==> config.mk <==
export PLATFORM = sky130hd
export DESIGN_NAME = stall_ctrl
export DESIGN_NICKNAME = d
export VERILOG_FILES = /design/src/rtl/stall_ctrl_pkg.sv /design/src/rtl/stall_ctrl_mc_timer.sv /design/src/rtl/stall_ctrl.sv
export SDC_FILE = /design/constraint.sdc
export NUM_CORES = 1
export LEC_CHECK = 0
export BUFFER_PORTS_ARGS = -buffer_cell sky130_fd_sc_hd__buf_2
export CELL_PAD_IN_SITES_DETAIL_PLACEMENT = 1
export CELL_PAD_IN_SITES_GLOBAL_PLACEMENT = 1
export CORE_ASPECT_RATIO = 0.9
export CORE_MARGIN = 1.5
export CORE_UTILIZATION = 33
export CTS_CLUSTER_SIZE = 12
export DETAILED_ROUTE_END_ITERATION = 10
export PLACE_DENSITY_LB_ADDON = 0.2
export SKIP_LAST_GASP = 1
export SYNTH_ARGS = -nofsm -noshare
export SYNTH_HDL_FRONTEND = slang
export SYNTH_SLANG_ARGS = --single-unit
==> constraint.sdc <==
create_clock -name clk -period 2.8 [get_ports clk]
set_clock_uncertainty 0.15 [all_clocks]
set_input_delay 0.28 -clock clk [delete_from_list [all_inputs] [get_ports clk]]
set_output_delay 0.28 -clock clk [all_outputs]
set_load 0.02 [all_outputs]
==> src/rtl/stall_ctrl_pkg.sv <==
// Shared constants for the pipeline stall controller: stall-bus layout,
// enable/reset polarities and FSM state encodings.
package stall_ctrl_pkg;

  localparam int STALL_W = 6;
  localparam int CNT_W   = 6;

  localparam logic        STALL_ENABLE  = 1'b1;
  localparam logic        STALL_DISABLE = 1'b0;
  localparam logic        RST_ENABLE    = 1'b1;
  localparam logic [31:0] ZERO_WORD     = 32'h0000_0000;

  // Stall-bus patterns: bit0 PC .. bit5 WB
  localparam logic [STALL_W-1:0] STALL_NONE = {STALL_W{STALL_DISABLE}};
  localparam logic [STALL_W-1:0] STALL_ID   = 6'b000111;
  localparam logic [STALL_W-1:0] STALL_EX   = 6'b001111;
  localparam logic [STALL_W-1:0] STALL_MEM  = 6'b011111;

  typedef enum logic {
    IDLE   = 1'b0,
    MC_RUN = 1'b1
  } state_e;

  // A requested length of zero behaves as a single-cycle op.
  function automatic logic [CNT_W-1:0] eff_len(input logic [CNT_W-1:0] len);
    return (len == '0) ? CNT_W'(1) : len;
  endfunction

endpackage

==> src/rtl/stall_ctrl_mc_timer.sv <==
// Down-counter tracking the remaining EX-stall cycles of a multi-cycle op.
module mc_timer
  import stall_ctrl_pkg::*;
(
  input  logic             clk,
  input  logic             rst,
  input  logic             clear_i,
  input  logic             load_i,
  input  logic [CNT_W-1:0] load_val_i,
  input  logic             freeze_i,
  input  logic             dec_i,
  output logic [CNT_W-1:0] cnt_o,
  output logic             zero_o
);

  logic [CNT_W-1:0] cnt_q, cnt_d;

  always_comb begin
    cnt_d = cnt_q;
    if (clear_i) begin
      cnt_d = '0;
    end else if (load_i) begin
      cnt_d = load_val_i;
    end else if (!freeze_i && dec_i && (cnt_q != '0)) begin
      cnt_d = cnt_q - CNT_W'(1);
    end
  end

  always_ff @(posedge clk) begin
    if (rst == RST_ENABLE) begin
      cnt_q <= '0;
    end else begin
      cnt_q <= cnt_d;
    end
  end

  assign cnt_o  = cnt_q;
  assign zero_o = (cnt_q == '0);

endmodule

==> src/rtl/stall_ctrl.sv <==
// Pipeline stall/flush controller: prioritises flush, MEM wait, EX multi-cycle
// ops and ID load-use hazards onto a six-bit stall bus.
module stall_ctrl
  import stall_ctrl_pkg::*;
(
  input  logic               clk,
  input  logic               rst,
  input  logic               stallreq_id,
  input  logic               stallreq_mem,
  input  logic               mc_start,
  input  logic [CNT_W-1:0]   mc_len,
  input  logic               flush_req,
  input  logic [31:0]        flush_pc,
  output logic [STALL_W-1:0] ctrl_stall,
  output logic               flush,
  output logic [31:0]        new_pc,
  output logic               mc_done,
  output logic               busy,
  output logic [31:0]        stall_cycles
);

  state_e           state_q;
  logic [CNT_W-1:0] len_eff;
  logic [CNT_W-1:0] cnt;
  logic             cnt_zero;
  logic             active;
  logic             mc_fire;
  logic             ex_stall;
  logic [31:0]      stall_cycles_q, stall_cycles_d;

  assign active   = (rst != RST_ENABLE);
  assign len_eff  = eff_len(mc_len);
  // An op is only accepted when nothing of higher priority is holding EX.
  assign mc_fire  = active && (state_q == IDLE) && mc_start && !flush_req && !stallreq_mem;
  assign ex_stall = mc_fire || (active && (state_q == MC_RUN));

  mc_timer u_mc_timer (
    .clk        (clk),
    .rst        (rst),
    .clear_i    (flush_req),
    .load_i     (mc_fire && (len_eff > CNT_W'(1))),
    .load_val_i (len_eff - CNT_W'(2)),
    .freeze_i   (stallreq_mem),
    .dec_i      (state_q == MC_RUN),
    .cnt_o      (cnt),
    .zero_o     (cnt_zero)
  );

  always_ff @(posedge clk) begin
    if (rst == RST_ENABLE) begin
      state_q <= IDLE;
    end else if (flush_req) begin
      state_q <= IDLE;
    end else begin
      case (state_q)
        IDLE:    if (mc_fire && (len_eff > CNT_W'(1))) state_q <= MC_RUN;
        MC_RUN:  if (!stallreq_mem && cnt_zero)         state_q <= IDLE;
        default: state_q <= IDLE;
      endcase
    end
  end

  always_comb begin
    ctrl_stall = STALL_NONE;
    flush      = 1'b0;
    new_pc     = ZERO_WORD;
    if (active) begin
      if (flush_req) begin
        flush  = 1'b1;
        new_pc = flush_pc;
      end else if (stallreq_mem) begin
        ctrl_stall = STALL_MEM;
      end else if (ex_stall) begin
        ctrl_stall = STALL_EX;
      end else if (stallreq_id) begin
        ctrl_stall = STALL_ID;
      end
    end
  end

  always_comb begin
    mc_done = 1'b0;
    if (active && !flush_req && !stallreq_mem) begin
      if (state_q == IDLE) begin
        mc_done = mc_fire && (len_eff == CNT_W'(1));
      end else begin
        mc_done = cnt_zero;
      end
    end
  end

  assign busy = active && (state_q == MC_RUN);

  always_comb begin
    stall_cycles_d = stall_cycles_q;
    if ((ctrl_stall != STALL_NONE) && (stall_cycles_q != 32'hFFFF_FFFF)) begin
      stall_cycles_d = stall_cycles_q + 32'd1;
    end
  end

  always_ff @(posedge clk) begin
    if (rst == RST_ENABLE) begin
      stall_cycles_q <= ZERO_WORD;
    end else begin
      stall_cycles_q <= stall_cycles_d;
    end
  end

  assign stall_cycles = stall_cycles_q;

  logic unused_cnt;
  assign unused_cnt = ^cnt;

endmodule
## After elaboration in Yosys (flattened, before gate mapping)

Index checks and enable logic that the tools add are counted.

| storage, ports and cells | value |
|---|---|
| bits in writable memories | 0 |
| bits of input ports | 44 |
| memory bits (read-only) | 0 |
| bits in latches | 0 |
| memories kept | 0 |
| register bits | 39 |
| word-level logic and storage cells | 50 |
| output and inout bits | 73 |

| cells by class | value |
|---|---|
| multiplexer cells | 17 |
| $mul | 0 |
| shift-type cells | 0 |
| order comparisons | 1 |
| bitwise gates (word level) | 2 |
| div/mod/pow operators | 0 |
| add/subtract/negate cells | 3 |
| reductions and logical operators | 22 |
| eq/ne operators | 2 |

Operator list:

| cell | number |
|---|---|
| 2-to-1 mux 32 bit | 2 |
| adder 32 x 1 -> 32 bit (second input constant) | 1 |
| != test 32 bit (second input constant) | 1 |
| 2-to-1 mux 6 bit | 3 |
| 2-to-1 mux 5 bit | 3 |
| logical AND 1 bit | 13 |
| logical NOT 6 bit | 2 |
| nonzero test 6 bit | 2 |
| equality test 6 x 1 -> 1 bit (second input constant) | 1 |
| > comparator 6 x 1 -> 1 bit (second input constant) | 1 |
| 2-to-1 mux 1 bit | 6 |
| subtractor 6 x 1 -> 6 bit (second input constant) | 1 |
| subtractor 6 x 2 -> 6 bit (second input constant) | 1 |
| 2-to-1 mux 4 bit | 1 |
| 2-to-1 mux 3 bit | 1 |
| logical NOT 1 bit | 2 |
| NOT 1 bit | 2 |
| one-hot mux 1 bit (2 select lines) | 1 |
| nonzero test 2 bit | 1 |
| OR reduction 2 bit | 1 |
| logical OR 1 bit | 1 |

## Depth between registers and ports, before layout

| depth | value |
|---|---|
| depth in word-level cells | 12 |
| mapped depth | 7 |
| mapped depth without buffers | 7 |

## By module

A second synthesis with hierarchy kept.

| unflattened totals | value |
|---|---|
| cell total of the unflattened synthesis | 316 |
| area total of the unflattened synthesis | 2506.2 um^2 |

By module, submodules not included:

| module | cells an instance | sequential area each (um^2) | area an instance (um^2) | instances |
|---|---|---|---|---|
| stall_ctrl | 272 | 660.6 | 2118.3 | 1 |
| mc_timer | 44 | 120.1 | 387.9 | 1 |

## Worst setup path after synthesis

OpenSTA, ideal clock, no wires.

| path | value |
|---|---|
| kind | register -> register |
| start point | register stall_cycles_q[9] (netlist: stall_cycles[9]) |
| end point | register stall_cycles_q[27] (netlist: stall_cycles[27]) |
| buffers on the path | 0 |
| period minus slack after synthesis | 2233 ps |
| data required time | 2580 ps |
| arrival time | 2012 ps |
| setup slack | 567 ps |
| library setup time | 70 ps |
| cell stages (with the launch flop) | 6 |
| cell sequence | dfxtp_1 -> and4_4 -> nand3_4 -> or4_4 -> or4_1 -> a21oi_1 |

| on the way | value |
|---|---|
| word-level cells in the longest chain between the ends | 2 |
| elaborated cells on any way between the ends | 3 |
| those cells by class | add/sub (1); eq/ne (1); reduce/logical (1) |

Ends and longest elaborated chain:

| item | line | source |
|---|---|---|
| start: declaration | stall_ctrl.sv:29 | `logic [31:0] stall_cycles_q, stall_cycles_d;` |
| start signal: assignment | stall_ctrl.sv:105 | `stall_cycles_q <= stall_cycles_d;` |
| branches (longest 2 deep; another with adder 32 x 1 -> 32 bit) | -- |  |

Parallel ways; which one is timed is not known.
A chain may end at the register's enable or synchronous reset.

## Final worst setup path

| path | value |
|---|---|
| start point | register stall_cycles_q[17] (netlist: stall_cycles[17]) |
| end point | register stall_cycles_q[27] (netlist: stall_cycles[27]) |

The elaborated chain is that of the path after synthesis.

==> flow_summary.ini <==
[timing]
whs_ns = 0.0850
fin_ws_ns = 0.456
worst_pin_slew_ns = 0.666
setup_viol = 0
period_needed_ns = 2.34
fmax_mhz = 427
slew_viol_final = 0
timing.setup.tns_ns = 0
hold_viol_final = 0
rsz0062_at_grt = false
min_period_over_period_pct = 83.7
relSlewSlack_pct = 55.1

[worst_setup_path]
ff2ff_path_depth = 5
startpoint_type = flop
worstSetupEndpointType = flop
crit_required_ns = 2.87
path_class = reg2reg
worst-endpoint-arrival_ns = 2.42
reg2reg_to = stall_cycles[27]
r2r_start = stall_cycles[17]
reg2reg_slack_ns = 0.46
worstPathMaxFanout = 7

[placed_design]
dp_hpwl_um = 6420
post-place-ws_ns = 0.481
place_area_mm2 = 0.00320
gp_congestion = 0.796
dp_cells = 528
io_buffers = 115

[detailed_routing]
vias = 2823
wl_per_cell_um = 15.3
ant_nets = 0
vias_per_cell = 5.28
drt_pass1_iterations = 4
wirelength_um = 8200
drc_errors = 0
drt-initial-drc-count = 43

[finish]
design_area_mm2 = 0.00329
antenna_cells = 0
nNetsFinal = 487
multi_input_area_mm2 = 0.00162
fin_util_pct = 44.0
drive_above_1_share_pct = 32.3
area_growth_syn_to_layout_pct = 30.3
register_area_um2 = 781
finalNonFillerCells = 535
fill_cells = 982

[power_and_ir_drop]
p_total_mw = 1.12
ir_worst_vdd_mv = 0.204
p_comb_share_pct = 14.4
clockPowerShare_pct = 35.3
swShare_pct = 26.9
power.internal_uw = 815
p_seq_share_pct = 50.3
pwr_density_cell_mw_per_mm2 = 340
p_sw_uw = 301
power.leakage_nw = 1.43

[floorplanning]
row_count = 30
io_pins = 117
start_util_pct = 33.8
fp.dieH_um = 85.9
dieArea_mm2 = 0.00817
die_width_um = 95.1
core_area_mm2 = 0.00747

[clocking]
post_cts_buffers = 0
clockRootBuffer = clkbuf_8
cts_max_level = 2
clkSlewWorstSetupHoldPaths_ns = 0.07
hold_buffers = 0
cts_tree = built
cts_resized = 0
clk_latency_ns = 0.30
cts.path.max_buffers = 2
numCtsBuffers = 5
cts.sinks = 39

[synthesis]
yosys.area.top_type = dfxtp_1
yosys.area_share.simple_pct = 40.2
synth_fa_ha_area_share_pct = 1.99
syn_inst = 325
synth_compound_area_share_pct = 16.5
muxShareOfSynthArea_pct = 2.58
synth_warnings = 0
synth_cell_types = 49
avgSynthCellArea_um2 = 7.76
synth_area_mm2 = 0.00252
async_flop_share_pct = 0
synth_top_area_share_pct = 31.0
synth.top_cells.by_area = dfxtp_1 (31%), and2_1 (8.9%), nand2_1 (3.9%)
synth_edf_count = 0
synth_seq_cells = 39
synth_xor_area_share_pct = 2.78
synth_nets = 373
synth_flop_cell = dfxtp_1
yosysSeqAreaShare_pct = 31.0
synth_top_family_by_area = simple AND/OR/NAND/NOR gates

[global_routing]
antenna_found_initial = 0
grt_pass1_vias = 2587
grt_overflow = 0
grt_max_degree = 35
grt_pass1_wl_um = 12600
grt_usage_pct = 19.6

[hold_path]
min_to = u_mc_timer.cnt_o[0]
hold_path.class = in2reg
holdCritStartpoint = mc_len[0]
min_path_cells = 3

[run]
cap_violations = 0

[run_status]
status = finished, final reports clean
## power by group through the flow
stage	clock network (mW)	registers, mW	logic [mW]
finish	0.394	0.561	0.161
global route	0.434	0.562	0.176
CTS	0.408	0.561	0.163
detailed placement	0	0.574	0.162
global placement	0	0.574	0.158
floorplan	0	0.575	0.0897
## final cells by class
cell class              instances  area share, %
well taps                      96           3.66
clock inverters                 1          0.152
inverters                      13           1.49
flip-flops and latches         39           23.8
repair buffers                122           19.1
multi-input cells             258           49.3
clock buffers                   6           2.51
## placed cells by master, fill, tap and decap left out, types with 7 or more instances in the layout
| cell | count |
|---|---|
| nand4_1 | 11 |
| nor3_1 | 9 |
| nor4_1 | 10 |
| nor2_1 | 26 |
| or3_1 | 10 |
| nand3_1 | 15 |
| buf_2 | 115 |
| buf_4 | 7 |
| dfxtp_1 | 39 |
| or4_1 | 9 |
| and2_1 | 36 |
| inv_1 | 13 |
| a21oi_1 | 18 |
| nand2_1 | 26 |
| o31ai_1 | 10 |
| o21ai_0 | 9 |
## Yosys cell counts, types with 2 or more instances
cell type / count
or2_2: 3
o2111ai_1: 2
dfxtp_1: 39
and2_1: 36
inv_1: 13
a21oi_1: 18
nor2b_1: 6
nand3_1: 15
and3_1: 6
or4_1: 9
and4_4: 2
nand2_1: 26
nand4_1: 11
xnor2_1: 6
ha_1: 4
o31a_1: 2
o21ai_0: 9
o21a_1: 4
or3_1: 10
nor2_1: 26
o31ai_1: 10
buf_2: 3
nor4_1: 10
mux2_2: 4
buf_4: 3
mux2i_1: 2
clkbuf_1: 8
nor3_1: 9
a211oi_1: 5
and4_1: 4
xor2_1: 2
## flip-flops by register name, summed over array words and instances, names as in the netlist
name              cells
stall_cycles         32
u_mc_timer.cnt_o      6
state_q               1
## kinds of logic after synthesis
logic type,Yosys count
and+or+nand+nor,179
muxes,6
other,1
AOI/OAI and AO/OA,60
adders and majority gates,4
buffers and inverters,28
xor gates and xnor gates,8
DFF,39
## critical path, cell delays in order (launching register included)
cell,delay (ns)
dfxtp_1,0.45
and4_1,0.30
nand3_1,0.28
or4_4,0.52
or4_1,0.41
a21oi_1,0.17
## per-layer routing
metal,share of wire (%),GRT usage (%)
met4,0.83,3.39
met2,48,31.7
met1,48,26.7
met3,3.3,4.34
met5,0,0
## how the worst max path moves through the flow
stage	from	to	slack (ns)	cells after the start
finish	stall_cycles[17]	stall_cycles[27]	0.46	5
global route	stall_cycles[17]	stall_cycles[27]	0.30	5
CTS	stall_cycles[17]	stall_cycles[27]	0.47	5
detailed placement	stall_cycles[17]	stall_cycles[27]	0.48	5
global placement	stall_cycles[12]	stall_cycles[25]	0.57	5
floorplan	stall_cycles[9]	stall_cycles[27]	0.57	5
Note: power is estimated with default switching activity, not from simulation.
